File: config.mk
export PLATFORM = sky130hd
export DESIGN_NAME = joy_db15_tx
export DESIGN_NICKNAME = d
export VERILOG_FILES = /design/src/rtl/joy_db15_tx.sv
export SDC_FILE = /design/constraint.sdc
export NUM_CORES = 1
export LEC_CHECK = 0
export ABC_AREA = 1
export ABC_CLOCK_PERIOD_IN_PS = 3100
export CORE_ASPECT_RATIO = 1.75
export CORE_MARGIN = 10
export CORE_UTILIZATION = 58
export CTS_CLUSTER_SIZE = 12
export DETAILED_ROUTE_END_ITERATION = 8
export GPL_TIMING_DRIVEN = 0
export PLACE_DENSITY_LB_ADDON = 0.12
export SLEW_MARGIN = 20
export SYNTH_ARGS = -nofsm -noshare
export SYNTH_HDL_FRONTEND = slang
export SYNTH_SLANG_ARGS = --single-unit
File: constraint.sdc
create_clock -name clk -period 3.1 [get_ports clk]
set_input_delay 0.31 -clock clk [delete_from_list [all_inputs] [get_ports clk]]
set_output_delay 0.31 -clock clk [all_outputs]
set_load 0.1 [all_outputs]
File: src/rtl/joy_db15_tx.sv
// DB15 joystick serial transmitter.
// Two 16-bit button words are presented to a host as a 32-bit active-low
// serial stream, clocked by the host's JOY_CLK/JOY_LOAD pair.
module joy_db15_tx #(
  parameter int TIMEOUT    = 48000,
  parameter int FRAME_BITS = 32
) (
  input  logic        clk,
  input  logic        reset_n,
  input  logic [15:0] joystick1,
  input  logic [15:0] joystick2,
  input  logic        JOY_CLK,
  input  logic        JOY_LOAD,
  output logic        JOY_DATA,
  output logic        frame_done,
  output logic        overrun,
  output logic        link_active,
  output logic [5:0]  bit_cnt
);

  localparam int              TW          = $clog2(TIMEOUT + 1);
  localparam logic [5:0]      FRAME_CNT   = 6'(FRAME_BITS);
  localparam logic [TW-1:0]   TIMEOUT_CNT = TW'(TIMEOUT);

  // Frame state: IDLE until a load has armed the shift register, so that
  // stray host clocks after reset cannot advance bit_cnt.
  typedef enum logic {
    ST_IDLE,
    ST_ARMED
  } frameState_e;

  logic        clkMeta_q, clkSync_q, clkPrev_q;
  logic        loadMeta_q, loadSync_q, loadPrev_q;
  logic        clkRise, loadActive, loadFall;

  frameState_e state_q;
  logic [31:0] shift_q;
  logic [5:0]  bitCnt_q;
  logic        overrun_q;
  logic        frameDone_q;
  logic        data_q;

  logic [TW-1:0] timeout_q, timeout_d;

  // Two-flop synchronizers plus an edge-detect stage for both host inputs;
  // idle level of both lines is high, so everything resets to 1.
  always_ff @(posedge clk or negedge reset_n) begin
    if (!reset_n) begin
      clkMeta_q  <= 1'b1;
      clkSync_q  <= 1'b1;
      clkPrev_q  <= 1'b1;
      loadMeta_q <= 1'b1;
      loadSync_q <= 1'b1;
      loadPrev_q <= 1'b1;
    end else begin
      clkMeta_q  <= JOY_CLK;
      clkSync_q  <= clkMeta_q;
      clkPrev_q  <= clkSync_q;
      loadMeta_q <= JOY_LOAD;
      loadSync_q <= loadMeta_q;
      loadPrev_q <= loadSync_q;
    end
  end

  assign clkRise    = clkSync_q & ~clkPrev_q;
  assign loadActive = ~loadSync_q;
  assign loadFall   = ~loadSync_q & loadPrev_q;

  // Frame FSM: load has priority over shifting; a shift past the last bit
  // only flags overrun, leaving the (already empty) register untouched.
  always_ff @(posedge clk or negedge reset_n) begin
    if (!reset_n) begin
      state_q     <= ST_IDLE;
      shift_q     <= '0;
      bitCnt_q    <= '0;
      overrun_q   <= 1'b0;
      frameDone_q <= 1'b0;
    end else begin
      frameDone_q <= 1'b0;
      if (loadActive) begin
        state_q   <= ST_ARMED;
        shift_q   <= {joystick2, joystick1};
        bitCnt_q  <= '0;
        overrun_q <= 1'b0;
      end else if (clkRise) begin
        case (state_q)
          ST_ARMED: begin
            if (bitCnt_q == FRAME_CNT) begin
              overrun_q <= 1'b1;
            end else begin
              shift_q  <= {1'b0, shift_q[31:1]};
              bitCnt_q <= bitCnt_q + 6'd1;
              if (bitCnt_q == FRAME_CNT - 6'd1) begin
                frameDone_q <= 1'b1;
              end
            end
          end
          default: begin
            state_q <= ST_IDLE;
          end
        endcase
      end
    end
  end

  // Output register: line is active-low, so an empty register reads released.
  always_ff @(posedge clk or negedge reset_n) begin
    if (!reset_n) begin
      data_q <= 1'b1;
    end else begin
      data_q <= ~shift_q[0];
    end
  end

  // Link watchdog next state: restart on each load strobe, otherwise count up
  // and hold at TIMEOUT.
  always_comb begin
    timeout_d = timeout_q;
    if (loadFall) begin
      timeout_d = '0;
    end else if (timeout_q < TIMEOUT_CNT) begin
      timeout_d = timeout_q + TW'(1);
    end
  end

  // Link watchdog register; starts expired so the link reads inactive.
  always_ff @(posedge clk or negedge reset_n) begin
    if (!reset_n) begin
      timeout_q <= TIMEOUT_CNT;
    end else begin
      timeout_q <= timeout_d;
    end
  end

  assign JOY_DATA    = data_q;
  assign frame_done  = frameDone_q;
  assign overrun     = overrun_q;
  assign bit_cnt     = bitCnt_q;
  assign link_active = (timeout_q < TIMEOUT_CNT);

endmodule

# Word level (Yosys, flattened, before mapping)
# Index checks and enable logic that the tools add are counted.
[word_totals] out_inout_bits=10 word_cells=52 regBits=64
[classes] n_reduce_logical=3 add_sub_neg=2 mux=22 bitwise_logic=5 magnitude_cmp=1 eq_ne=6
[op_table] op="two-way mux 32 bit" count=4
[op_table] op="two-way mux 16 bit" count=2
[op_table] op="two-way mux 6 bit" count=4
[op_table] op="adder 16 x 1 -> 16 bit, second input constant" count=1
[op_table] op="< comparator 16 bit, second input constant" count=1
[op_table] op="two-way mux 1 bit" count=12
[op_table] op="adder 6 x 1 -> 6 bit, second input constant" count=1
[op_table] op="== test 6 x 5 -> 1 bit, second input constant" count=1
[op_table] op="== test 6 bit, second input constant" count=1
[op_table] op="inequality test 2 x 1 -> 1 bit, second input constant" count=3
[op_table] op="AND reduction 3 bit" count=2
[op_table] op="inverter 1 bit" count=3
[op_table] op="bitwise AND 1 bit" count=2
[op_table] op="inequality test 2 bit, second input constant" count=1
[op_table] op="nonzero test 2 bit" count=1

# Logic depth before layout (Yosys ltp)
[depth] word_depth=6 depth_mapped=9

# Worst setup path after synthesis
# Ideal clock, no wire load.
[synth_timing] kind="register to register" startpoint="reg bitCnt_q[0] (netlist: bit_cnt[0])" endpoint="reg shift_q[26]" setup_ns=0.069 t_required_ns=3.031 path_buffers=1 setup_slack_ns=0.972 arrival_time_ns=2.059 path_stages_with_launch=9 path_cell_list="dfrtp_1 > inv_1 > ha_1 > nand3_1 > o21ai_2 > nor2_1 > clkbuf_1 > nand2_1 > nand3_1"
[synth_via] elab_chain_cells=3
[synth_lines] item="from (decl)" line="38" source="logic [5:0] bitCnt_q;"
[synth_lines] item="from (signal assigned)" line="92" source="bitCnt_q <= bitCnt_q + 6'd1;"
[synth_lines] item="== test 6 bit" line="88" source="if (bitCnt_q == FRAME_CNT) begin"
[synth_lines] item="inequality test 2 bit (no line)"
[synth_lines] item="AND reduction 3 bit (no line)"
[synth_lines] item="to (signal assigned)" line="82" source="shift_q <= {joystick2, joystick1};"
[synth_lines] item="to (signal assigned)" line="91" source="shift_q <= {1'b0, shift_q[31:1]};"
[synth_lines] item="to (decl)" line="37" source="logic [31:0] shift_q;"
# Every way passes these cells.
# A chain may end at the register's enable or synchronous reset.

# Final worst setup path
[layout_timing] startpoint="reg timeout_q[10]" endpoint="out link_active"
[layout_via] elab_chain_cells=1
[layout_lines] item="from (decl)" line="43" source="logic [TW-1:0] timeout_q, timeout_d;"
[layout_lines] item="from (signal assigned)" line="131" source="timeout_q <= timeout_d;"
[layout_lines] item="< comparator 16 bit" line="139" source="assign link_active = (timeout_q < TIMEOUT_CNT);"
[layout_lines] item="to (decl)" line="17" source="output logic link_active,"
# Every way passes these cells.

==> out/qor.yml <==
global_route:
  overflow: 0
  grt_pass1_wl_um: 11830
  grt_usage_pct: 17.42
  grt_max_degree: 49
  antenna_found_initial: 0
  grt_pass1_vias: 2730
clocking:
  numCtsBuffers: 9
  tritoncts: "done"
  insertion_delay_ps: 340
  hold_buffers: 1
  post_cts_buffers: 0
  root_buffer: "clkbuf_8"
  post_cts_resized: 0
  ctsHtreeMaxLevel: 3
  cts.clk_slew.worst_paths_ps: 70
  clockBufferDepth: 2
  cts_sinks: 64
detailed_routing:
  routed-via-count: 2686
  routed_wirelength_um: 6713
  wire_per_inst_um: 13.53
  viasPerCell: 5.415
  ant_nets: 0
  drtPass1Iterations: 5
  drt_iter0_drc: 234
  drc_errors: 0
floorplan:
  die_area_mm2: 0.008677
  die_y_um: 116.0
  rows: 34
  die_x_um: 74.83
  coreArea_mm2: 0.005020
  initial_core_util_pct: 60.79
  io_pins: 46
outcome:
  status: "finished clean"
timing:
  maxSlewViolCount: 0
  tns_ps: 0
  setup_viol_count_final: 0
  worstMarginPinSlew_ps: 979.1
  rsz0062_at_grt: "false"
  hold_violations: 0
  slew-limit-headroom_pct: 34.52
  clock_skew_ps: 3.654
  period_minus_slack_ps: 2959
  period_share_pct: 95.44
  fmax_mhz: 338.0
critical_path:
  required_ps: 2790
  start_kind: "flip-flop"
  cp_top_family: "buffers and inverters"
  crit_chain: "nand2_1, nor2_2, nor2_1, nand2_2, nand2_4, buf_2, clkdlybuf4s50_1"
  critPathKind: "flip-flop to output pin"
  end_kind: "output pin"
  crit_buf_inv: 2
  path_max_fanout: 10
  crit_arrival_ps: 2650
  cp_slowest_stage_delay_ps: 1170
  crit_path_top_delay_cell: "clkdlybuf4s50_1"
yosys:
  ys_types: 28
  ys_seq_elements: 64
  synthCells: 379
  synth_fp_nets: 418
  synth_seq_area_share_pct: 53.05
  syn-mean-instance-area_um2: 8.052
  synth_area_mm2: 0.003052
  synth-warning-count: 0
pwr:
  p_per_area_mw_per_mm2: 504.2
  finalPower_mw: 1.918
  power_leakage_nw: 1.772
  ir_drop_uv: 352.8
hold_path:
  hold_path_class: "flip-flop to flip-flop"
run:
  drv_cap: 0
layout:
  antenna_cells: 0
  largest_reg_flops: 32
  layout_common_cells: "154 x nand2_1, 50 x dfrtp_1, 44 x clkdlybuf4s50_1"
  fin_nets: 476
  final_util_pct: 75.77
  drive_gt1_share_pct: 11.99
  regMostFlops: "shift_q"
  mostFrequentLayoutCell: "nand2_1"
  area_growth_pct: 24.64
place:
  gp_congestion: 0.9039
  place.detailed.hpwl_um: 5066
  io_buffers: 45
-- stage by stage --
step / hold WS, ps / setup slack [ps] / cells / cell area (um2)
floorplan: 14.41 / 972.4 / 379 / 3052
global placement: 345.9 / -265.2 / 478 / 3570
detailed placement: 196.9 / 514.0 / 479 / 3595
CTS: 355.8 / 131.5 / 496 / 3804
global route: 354.0 / 38.08 / 496 / 3804
finish: 357.1 / 141.3 / 496 / 3804
-- layer usage --
metal  track usage, %  share of wire [%]
met1            18.53                 40
met5                0                  0
met4            10.28                3.6
met3            4.709                4.6
met2            29.60                 52
-- synthesized netlist by cell type (all sizes together) --
library cell | number | share of area, %
nand2 | 157 | 20
dfrtp | 50 | 41
nand3 | 43 | 7.1
nor2 | 26 | 3.8
inv | 24 | 3.0
o21ai | 17 | 2.9
nand4 | 15 | 3.1
dfstp | 14 | 12
buf | 7 | 1.8
clkbuf | 6 | 0.74
or2 | 5 | 1.0
o211ai | 4 | 0.98
a21oi | 3 | 0.49
ha | 3 | 1.2
a21o | 1 | 0.25
mux2i | 1 | 0.33
nand3b | 1 | 0.25
nor3 | 1 | 0.16
nor4 | 1 | 0.21
-- final cells by class --
class / instances / area, um2
repair buffers: 47 / 485.5
inverters: 24 / 90.09
fillers: 397 / 1216
multi-input cells: 278 / 1266
clock buffers: 13 / 158.9
plain buffers: 13 / 76.32
flip-flops and latches: 64 / 1619
clock inverters: 3 / 40.04
well taps: 54 / 67.56
-- kinds of logic after synthesis --
kind of cell / count (synthesis) / synth area share, %
mux: 1 / 0.3280
buf+inv: 37 / 5.453
flops: 64 / 53.05
simple gates: 249 / 35.30
compound gates: 25 / 4.633
fa+ha+maj: 3 / 1.230
-- power breakdown --
group / internal [mW] / total (mW) / leakage (nW) / switching, mW
Sequential: 0.911 / 0.963 / 0.778 / 0.0518
Clock: 0.413 / 0.716 / 0.103 / 0.303
Combinational: 0.109 / 0.239 / 0.890 / 0.130
-- path summary, 6_finish.rpt --
check                                     to     startpoint  slack, ps  cells after the start
worst max-delay path             link_active  timeout_q[10]        140                      7
worst min-delay path               clkSync_q      clkMeta_q        360                      0
worst max register to register    shift_q[9]     bit_cnt[0]       1420                      8
worst min register to register     clkSync_q      clkMeta_q        360                      0
max in group asynchronous       timeout_q[9]        reset_n       2160                      3
min in group asynchronous         bit_cnt[0]        reset_n        380                      2
No activity file was read; power rests on OpenSTA's default activity.
